===== config.mk =====
export PLATFORM = sky130hd
export DESIGN_NAME = clk_duty_monitor
export DESIGN_NICKNAME = d
export VERILOG_FILES = /design/src/rtl/clk_pkg.sv /design/src/rtl/edge_sync.sv /design/src/rtl/clk_duty_monitor.sv
export SDC_FILE = /design/constraint.sdc
export NUM_CORES = 1
export LEC_CHECK = 0
export CAP_MARGIN = 20
export CORE_UTILIZATION = 55
export CTS_CLUSTER_SIZE = 8
export DETAILED_ROUTE_END_ITERATION = 8
export PLACE_DENSITY_LB_ADDON = 0.1
export RECOVER_POWER = 50
export SYNTH_ARGS = -nofsm -noshare
export SYNTH_HDL_FRONTEND = slang
export SYNTH_SLANG_ARGS = --single-unit

===== constraint.sdc =====
create_clock -name clk -period 2.45 [get_ports clk]
set_input_delay 0.3675 -clock clk [delete_from_list [all_inputs] [get_ports clk]]
set_output_delay 0.3675 -clock clk [all_outputs]
set_load 0.02 [all_outputs]

===== src/rtl/clk_pkg.sv =====
// Shared constants for the clock-duty monitor and the divider it watches.
package clk_pkg;

    typedef logic [1:0] state_t;

    localparam state_t ST_IDLE      = 2'd0;
    localparam state_t ST_MEAS_HIGH = 2'd1;
    localparam state_t ST_MEAS_LOW  = 2'd2;

    // Divider defaults: three cycles high, three cycles low, exact match.
    localparam int DEF_EXP_HIGH = 3;
    localparam int DEF_EXP_LOW  = 3;
    localparam int DEF_TOL      = 0;

    localparam int GOOD_W = 4;

endpackage


===== src/rtl/edge_sync.sv =====
// Samples the observed clock through a short flop chain and flags its edges.
module edge_sync #(
    parameter int SYNC_STAGES = 1
) (
    input  logic clk,
    input  logic reset,
    input  logic d_i,
    output logic rise_o,
    output logic fall_o
);

    logic [SYNC_STAGES-1:0] sync_q;
    logic                   prev_q;
    logic                   s;

    assign s = sync_q[SYNC_STAGES-1];

    always_ff @(posedge clk or posedge reset) begin
        if (reset) begin
            sync_q <= '0;
            prev_q <= 1'b0;
        end else begin
            // Shift d_i in at bit 0; the oldest sample drops off the top.
            sync_q <= SYNC_STAGES'({sync_q, d_i});
            prev_q <= s;
        end
    end

    assign rise_o = s & ~prev_q;
    assign fall_o = ~s & prev_q;

endmodule


===== src/rtl/clk_duty_monitor.sv =====
// Measures high/low phase widths of a divided clock, flags deviations,
// reports stalls and declares lock after a run of good periods.
module clk_duty_monitor
    import clk_pkg::*;
#(
    parameter int EXP_HIGH    = DEF_EXP_HIGH,
    parameter int EXP_LOW     = DEF_EXP_LOW,
    parameter int TOL         = DEF_TOL,
    parameter int CNT_W       = 8,
    parameter int TIMEOUT     = 255,
    parameter int LOCK_COUNT  = 4,
    parameter int SYNC_STAGES = 1
) (
    input  logic             clk,
    input  logic             reset,
    input  logic             clk_in,
    output logic [CNT_W-1:0] meas_high,
    output logic [CNT_W-1:0] meas_low,
    output logic             meas_valid,
    output logic             err_high,
    output logic             err_low,
    output logic             stall,
    output logic             locked
);

    localparam int CW1 = CNT_W + 1;
    localparam logic [CNT_W-1:0]  TIMEOUT_C  = CNT_W'(TIMEOUT);
    localparam logic [CNT_W-1:0]  ONE_C      = CNT_W'(1);
    localparam logic [CNT_W:0]    EXP_HIGH_C = CW1'(EXP_HIGH);
    localparam logic [CNT_W:0]    EXP_LOW_C  = CW1'(EXP_LOW);
    localparam logic [CNT_W:0]    TOL_C      = CW1'(TOL);
    localparam logic [GOOD_W-1:0] LOCK_C     = GOOD_W'(LOCK_COUNT);

    logic rise, fall;
    logic rise_q, fall_q;

    edge_sync #(.SYNC_STAGES(SYNC_STAGES)) u_edge_sync (
        .clk    (clk),
        .reset  (reset),
        .d_i    (clk_in),
        .rise_o (rise),
        .fall_o (fall)
    );

    state_t            state_q, state_d;
    logic [CNT_W-1:0]  cnt_q, cnt_d;
    logic [CNT_W-1:0]  hi_q, hi_d;
    logic [CNT_W-1:0]  meas_high_q, meas_high_d;
    logic [CNT_W-1:0]  meas_low_q, meas_low_d;
    logic              meas_valid_q, meas_valid_d;
    logic              err_high_q, err_high_d;
    logic              err_low_q, err_low_d;
    logic              stall_q, stall_d;
    logic              locked_q, locked_d;
    logic [GOOD_W-1:0] good_q, good_d;

    logic [CNT_W:0] hi_ext, lo_ext, diff_high, diff_low;
    logic           bad_high, bad_low, timeout_hit;

    // Widths are compared one bit wider so the absolute difference never wraps.
    always_comb begin
        hi_ext    = {1'b0, hi_q};
        lo_ext    = {1'b0, cnt_q};
        diff_high = (hi_ext >= EXP_HIGH_C) ? hi_ext - EXP_HIGH_C : EXP_HIGH_C - hi_ext;
        diff_low  = (lo_ext >= EXP_LOW_C)  ? lo_ext - EXP_LOW_C  : EXP_LOW_C  - lo_ext;
        bad_high  = diff_high > TOL_C;
        bad_low   = diff_low  > TOL_C;
    end

    always_comb begin
        state_d      = state_q;
        cnt_d        = cnt_q;
        hi_d         = hi_q;
        meas_high_d  = meas_high_q;
        meas_low_d   = meas_low_q;
        meas_valid_d = 1'b0;
        err_high_d   = 1'b0;
        err_low_d    = 1'b0;
        stall_d      = stall_q;
        good_d       = good_q;
        timeout_hit  = 1'b0;

        case (state_q)
            ST_IDLE: begin
                if (rise_q) begin
                    state_d = ST_MEAS_HIGH;
                    cnt_d   = ONE_C;
                    stall_d = 1'b0;
                end else if (cnt_q != TIMEOUT_C) begin
                    cnt_d = cnt_q + ONE_C;
                end else if (!stall_q) begin
                    timeout_hit = 1'b1;
                end
            end
            ST_MEAS_HIGH: begin
                if (fall_q) begin
                    hi_d    = cnt_q;
                    cnt_d   = ONE_C;
                    state_d = ST_MEAS_LOW;
                end else if (cnt_q == TIMEOUT_C) begin
                    timeout_hit = 1'b1;
                end else begin
                    cnt_d = cnt_q + ONE_C;
                end
            end
            ST_MEAS_LOW: begin
                if (rise_q) begin
                    meas_high_d  = hi_q;
                    meas_low_d   = cnt_q;
                    meas_valid_d = 1'b1;
                    err_high_d   = bad_high;
                    err_low_d    = bad_low;
                    cnt_d        = ONE_C;
                    state_d      = ST_MEAS_HIGH;
                    if (bad_high || bad_low) begin
                        good_d = '0;
                    end else if (good_q != LOCK_C) begin
                        good_d = good_q + GOOD_W'(1);
                    end
                end else if (cnt_q == TIMEOUT_C) begin
                    timeout_hit = 1'b1;
                end else begin
                    cnt_d = cnt_q + ONE_C;
                end
            end
            default: begin
                state_d = ST_IDLE;
                cnt_d   = '0;
            end
        endcase

        if (timeout_hit) begin
            stall_d = 1'b1;
            good_d  = '0;
            state_d = ST_IDLE;
            cnt_d   = '0;
        end

        locked_d = (good_d == LOCK_C);
    end

    always_ff @(posedge clk or posedge reset) begin
        if (reset) begin
            rise_q       <= 1'b0;
            fall_q       <= 1'b0;
            state_q      <= ST_IDLE;
            cnt_q        <= '0;
            hi_q         <= '0;
            meas_high_q  <= '0;
            meas_low_q   <= '0;
            meas_valid_q <= 1'b0;
            err_high_q   <= 1'b0;
            err_low_q    <= 1'b0;
            stall_q      <= 1'b0;
            locked_q     <= 1'b0;
            good_q       <= '0;
        end else begin
            rise_q       <= rise;
            fall_q       <= fall;
            state_q      <= state_d;
            cnt_q        <= cnt_d;
            hi_q         <= hi_d;
            meas_high_q  <= meas_high_d;
            meas_low_q   <= meas_low_d;
            meas_valid_q <= meas_valid_d;
            err_high_q   <= err_high_d;
            err_low_q    <= err_low_d;
            stall_q      <= stall_d;
            locked_q     <= locked_d;
            good_q       <= good_d;
        end
    end

    assign meas_high  = meas_high_q;
    assign meas_low   = meas_low_q;
    assign meas_valid = meas_valid_q;
    assign err_high   = err_high_q;
    assign err_low    = err_low_q;
    assign stall      = stall_q;
    assign locked     = locked_q;

endmodule


==> results of run 1 <==
state kept, by name (all words and copies together) (netlist names), 2 cells and up:
name	flops
hi_q	8
meas_low	8
cnt_q	8
state_q	2
meas_high	8
good_q	4
cell type report:
| cell class | instances | area (sq um) | area share (%) |
|---|---|---|---|
| well taps | 48 | 60.1 | 2.34 |
| repair buffers | 26 | 245 | 9.54 |
| clock inverters | 3 | 47.5 | 1.85 |
| flip-flops and latches | 47 | 1180 | 45.7 |
| multi-input cells | 156 | 925 | 36.0 |
| inverters | 13 | 48.8 | 1.90 |
| clock buffers | 5 | 68.8 | 2.68 |
metal layers:
layer | vias up | GRT usage (%) | part of all wire (%)
li1 | 806 | - | -
met1 | 779 | 32.5 | 49
met2 | 40 | 34.6 | 46
met3 | 7 | 3.82 | 3.6
met4 | 0 | 7.61 | 1.1
met5 | - | 0 | 0
worst max-delay path: cells and delay by family (launching register included):
family                   cells  cell delay [ns]
adder cells (fa/ha/maj)      1             0.42
AND/OR/NAND/NOR              1             0.30
AO/OA/AOI/OAI                4             0.86
flip-flops                   1             0.41
cell usage in the layout, fill, tap and decap left out, types with 2 or more instances in the layout:
master	netlist	layout
nand2_1	53	53
dfrtp_1	47	47
clkdlybuf4s50_1	0	21
o21ai_0	15	15
inv_1	12	13
nor2_1	10	10
a21oi_1	8	8
o21ai_1	8	8
ha_1	8	8
nand2b_1	5	5
clkbuf_8	0	5
nor2b_1	4	4
nand3_1	4	4
mux2_2	4	4
xnor2_1	3	3
nand4_1	3	3
nor3_1	3	3
xor2_1	3	3
nand3b_1	2	2
a211oi_1	2	2
o22ai_1	2	2
o21ai_2	2	2
dlygate4sd3_1	0	2
clkbuf_1	5	2
worst paths after layout:
kind / start / end / cells after the start
worst max-delay path: cnt_q[0] / locked / 6
worst min-delay path: u_edge_sync.s / u_edge_sync.prev_q / 0
worst max register to register: cnt_q[0] / locked / 6
worst min register to register: u_edge_sync.s / u_edge_sync.prev_q / 0
max in group asynchronous: reset / stall / 3
min in group asynchronous: reset / meas_high[1] / 2
power by group through the flow:
stage | combinational (mW) | clock [mW] | sequential [mW]
2_1_floorplan | 0.511 | 0 | 1.07
3_3_place_gp | 0.778 | 0 | 1.03
3_5_place_dp | 0.791 | 0 | 1.04
4_1_cts | 0.796 | 0.589 | 1.02
5_1_grt | 0.910 | 0.616 | 1.04
6_report | 0.789 | 0.565 | 1.02
through the flow:
step / setup WS, ns / instances
floorplan: 0.691 / 224
global placement: 0.514 / 290
detailed placement: 0.460 / 290
CTS: 0.408 / 298
global route: 0.146 / 298
finish: 0.408 / 298
cell families (layout without fill, tap and decap cells):
kind of cell    after synthesis  count (layout)
xor+xnor                      6               6
simple gates                 94              94
buf+inv                      21              47
mux                           4               4
fa+ha+maj                     8               8
compound gates               44              44
flops                        47              47
==> qor.txt, run 1 <==
FF-to-FF setup slack: 0.41 ns
Nets: 260
top cells by area, synth: dfrtp_1, nand2_1, ha_1, o21ai_0, inv_1
minimum clock period: 2.04 ns
die footprint: 0.00424 sq mm
Max Clk Rate: 0.490 GHz
share of cells above drive strength 1: 7.60%
initial antenna violation count: 0
WL/cell: 13.4 um
clk sinks: 47
cells after synthesis: 224
Final Wtd Congestion: 0.961
post-route cell area: 0.00257 sq mm
CP max FO: 9
Starting Density: 58.5%
largest net degree at the start of global routing: 27
Post-synth ARST share: 100%
Net Sw Frac: 35.0%
Post-Synth XOR/XNOR Area: 2.40%
fin. max-slew vios: 0
total power draw: 2.38 mW
number of global-route vias before repair: 1588
Worst Path Required: 2.68 ns
Hold WS: 0.404 ns
final wirelength: 3980 um
post-synth net total: 235
htree depth: 2
chip height: 65.1 um
worst-margin pin slew: 0.816 ns
multiplexer area fraction after synthesis: 2.06%
IO Pins: 24
RSZ-0062 raised after global routing: no
top cells by count, synth: nand2_1, dfrtp_1, o21ai_0
Slowest-stage cell, CP: ha_1
Yosys top cell area share: 53.7%
top-count cell post-synth: nand2_1
post-DP HPWL: 2980 um
Avg Vias per Cell: 5.48
CP Data Arrival Time: 2.28 ns
hold crit path type: register to register
dpl cell area: 0.00246 sq mm
diode count: 0
Synth Area in Simple Gates: 20.9%
hold buffers post-CTS: 0
post-layout util: 68.7%
drt pass-1 iters: 4
fillers: 307
Period Utilization, post-route: 83.3%
die width: 65.1 um
crit path cell chain: ha_1 > a211oi_1 > o31a_1 > nor3_1 > o2bb2ai_1 > o2111a_1
area leader, netlist: dfrtp_1
setup bufs post-CTS: 0
combinational power share: 33.2%
static leakage: 1.19 nW
Seq cells post-synth: 47
PD cells: 924 mW/mm^2
TritonCTS clock tree: built
post-synthesis adder-cell area fraction: 4.57%
synth unique cells: 41
Max clock buf depth: 2
clk_skew: 0.0111 ns
Core Footprint: 0.00374 sq mm
clock-pin slew on the worst setup and hold paths: 0.08 ns
switching power: 0.831 mW
Critical Path Max Stage Delay: 0.42 ns
final setup violating endpoints: 0
CP startpoint kind: register
first-pass GRT wire length: 7260 um
Peak supply drop: 0.480 mV
CP Class: register to register
endpoint class of the critical path: register
mapped cell area: 0.00219 sq mm
CTS Buf Count: 5
post-route DRC violation count: 0
EDFF count, synth: 0
relative slew slack: 45.6%
final antenna-violating net count: 0
GRT Overall Usage: 22.5%
Yosys Warn Count: 0
Reg power frac: 43.0%
Rows: 22
P&R area growth vs syn: 17.4%
status: finished clean
Initial DRC Count: 121
IO buf count: 23
final setup TNS: 0 ns
prevailing post-synth register cell: dfrtp_1
via count: 1632
Int Pwr: 1.55 mW
largest family of logic cells by synthesized area: simple AND/OR/NAND/NOR gates
clk root buf: clkbuf_8
sequential share of the synthesized area: 53.7%
Fin. Hold Viols: 0
grt total ovfl: 0
post-cts resize count: 0
latest clock arrival within the worst-skew pair: 0.30 ns
Clock power frac: 23.8%
max cap viols: 0
Compound-Gate Fraction of Synth Area: 12.3%
Mean Syn Cell Area: 9.78 sq um
Note: power is estimated with default switching activity, not from simulation.
==> inputs of run 2 (changes only) <==
==> constraint.sdc (replaced) <==
create_clock -name clk -period 2.01 [get_ports clk]
set_input_delay 0.3015 -clock clk [delete_from_list [all_inputs] [get_ports clk]]
set_output_delay 0.3015 -clock clk [all_outputs]
set_load 0.02 [all_outputs]
==> run 2 against run 1 <==
Compared with the run above:
- clock skew shrank 0.0048 ns
- worst hold slack improved by 0.0033 ns
- worst setup slack got worse by 0.31 ns
- first-iteration DRC count is 44% lower
- routed wire length up 2.7%
- cell area rose by 1.6%
- highest routed layer unchanged
==> qor.txt, run 2 (synthesized netlist as in run 1, its figures left out) <==
post-route setup slack: 0.101 ns (-0.307 ns)
max cap viols: 0 (unchanged)
Avg Vias per Cell: 5.55 (+1.4%)
initial antenna violation count: 0 (unchanged)
P&R area growth vs syn: 19.3%
die width: 65.1 um (unchanged)
PD cells: 1120 mW/mm^2 (+21%)
post-route insts no fill: 301 (+1.0%)
clk sinks: 47 (unchanged)
via count: 1672 (+2.5%)
Nets: 264 (+1.5%)
final setup violating endpoints: 0 (unchanged)
IO Pins: 24 (unchanged)
largest net degree at the start of global routing: 48 (+78%)
drt pass-1 iters: 4 (unchanged)
final wirelength: 4090 um (+2.7%)
TritonCTS clock tree: built
CP Class: register to register
relative slew slack: 25.6% (-20 points)
Critical Path Max Stage Delay: 0.43 ns (about the same)
minimum clock period: 1.91 ns (-0.133 ns)
post-layout util: 69.8% (+1.1 points)
latest clock arrival within the worst-skew pair: 0.29 ns (about the same)
htree depth: 2 (unchanged)
Peak supply drop: 0.713 mV (+49%)
Fin. Hold Viols: 0 (unchanged)
static leakage: 1.21 nW (+1.2%)
DP Worst Slack: 0.0451 ns (-0.414 ns)
post-DP HPWL: 2910 um (-2.4%)
Worst Path Required: 2.19 ns (-0.49 ns)
chip height: 65.1 um (unchanged)
CP max FO: 5 (-4)
number of global-route vias before repair: 1613 (+1.6%)
Initial DRC Count: 68 (-44%)
delay-heaviest family, CP: compound AO/OA/AOI/OAI gates
Starting Density: 58.5% (unchanged)
clk root buf: clkbuf_8
post-route DRC violation count: 0 (unchanged)
CP startpoint kind: register
IO buf count: 23 (unchanged)
first-pass GRT wire length: 7260 um (unchanged)
status: finished clean
most common cell after layout, fill and taps aside: nand2_1
clk_skew: 0.00631 ns (-0.00480 ns)
Final Wtd Congestion: 0.778 (-19%)
total power draw: 2.93 mW (+23%)
CP bufs+invs: 0 (unchanged)
grt total ovfl: 0 (unchanged)
setup bufs post-CTS: 0 (unchanged)
worst-margin pin slew: 1.12 ns (+0.301 ns)
Max clock buf depth: 2 (unchanged)
CP Data Arrival Time: 2.09 ns (-0.19 ns)
Rows: 22 (unchanged)
crit path cell chain: ha_1 > a211oi_2 > o31a_1 > nor3_1 > nor2_1 > o2111a_1
Max Clk Rate: 0.524 GHz (+7.0%)
Core Footprint: 0.00374 sq mm (unchanged)
CTS Buf Count: 5 (unchanged)
most frequent cells in the layout: nand2_1, dfrtp_1, clkdlybuf4s50_1
GRT Overall Usage: 22.4% (-0.066 points)
diode count: 0 (unchanged)
die footprint: 0.00424 sq mm (unchanged)
fin. max-slew vios: 0 (unchanged)
Slowest-stage cell, CP: dfrtp_1
hold crit path type: register to register
endpoint class of the critical path: register
WL/cell: 13.6 um (+1.7%)
dpl cells: 294 (+1.4%)
Period Utilization, post-route: 95.0% (+12 points)
final antenna-violating net count: 0 (unchanged)
share of cells above drive strength 1: 11.9% (+4.3 points)
clock-pin slew on the worst setup and hold paths: 0.08 ns (about the same)
[run 2: changes by cell type in the layout (fill, tap and decap cells not counted), sizes merged]
cell / delta
buf: +5
inv: -2
clkbuf: -1
clkinvlp: +1
[run 2: what timing repair did]
action,4_1_cts,5_1_grt
resized for setup,0,5
hold buffers,0,0
setup endpoints to repair,0,2
[run 2: per-layer routing]
metal | part of all wire [%] | vias up | GRT usage (%)
met3 | 4.1 | 8 | 3.65
met1 | 48 | 812 | 31.3
met5 | 0 | - | 0
met2 | 47 | 41 | 36.6
met4 | 0.88 | 0 | 6.25
li1 | - | 811 | -
[run 2: metrics by stage]
step	area, sq um	TNS, ns	hold slack, ns
finish	2610	0	0.407
global route	2610	-0.0274	0.422
CTS	2610	0	0.365
detailed placement	2500	0	0.391
global placement	2500	0	0.385
floorplan	2190	0	0.333
[run 2: worst paths after layout]
path	end	slack (ns)	startpoint	cells past startpoint
worst max-delay path	locked	0.10	cnt_q[0]	6
worst max register to register	locked	0.10	cnt_q[0]	6
max in group asynchronous	cnt_q[2]	0.45	reset	3
min in group asynchronous	meas_valid	0.81	reset	3
worst min-delay path	u_edge_sync.prev_q	0.41	u_edge_sync.s	0
worst min register to register	u_edge_sync.prev_q	0.41	u_edge_sync.s	0
[run 2: final cells by class]
class	count	area [sq um]
fillers	311	1130
repair buffers	30	280
inverters	13	48.8
flip-flops and latches	47	1180
multi-input cells	156	938
clock inverters	2	37.5
well taps	48	60.1
clock buffers	5	68.8
[run 2: power by group]
group	internal, mW	total (mW)	switching (mW)
Clock	0.363	0.660	0.297
Combinational	0.433	1.03	0.593
Sequential	1.10	1.24	0.135
Total	1.90	2.93	1.03
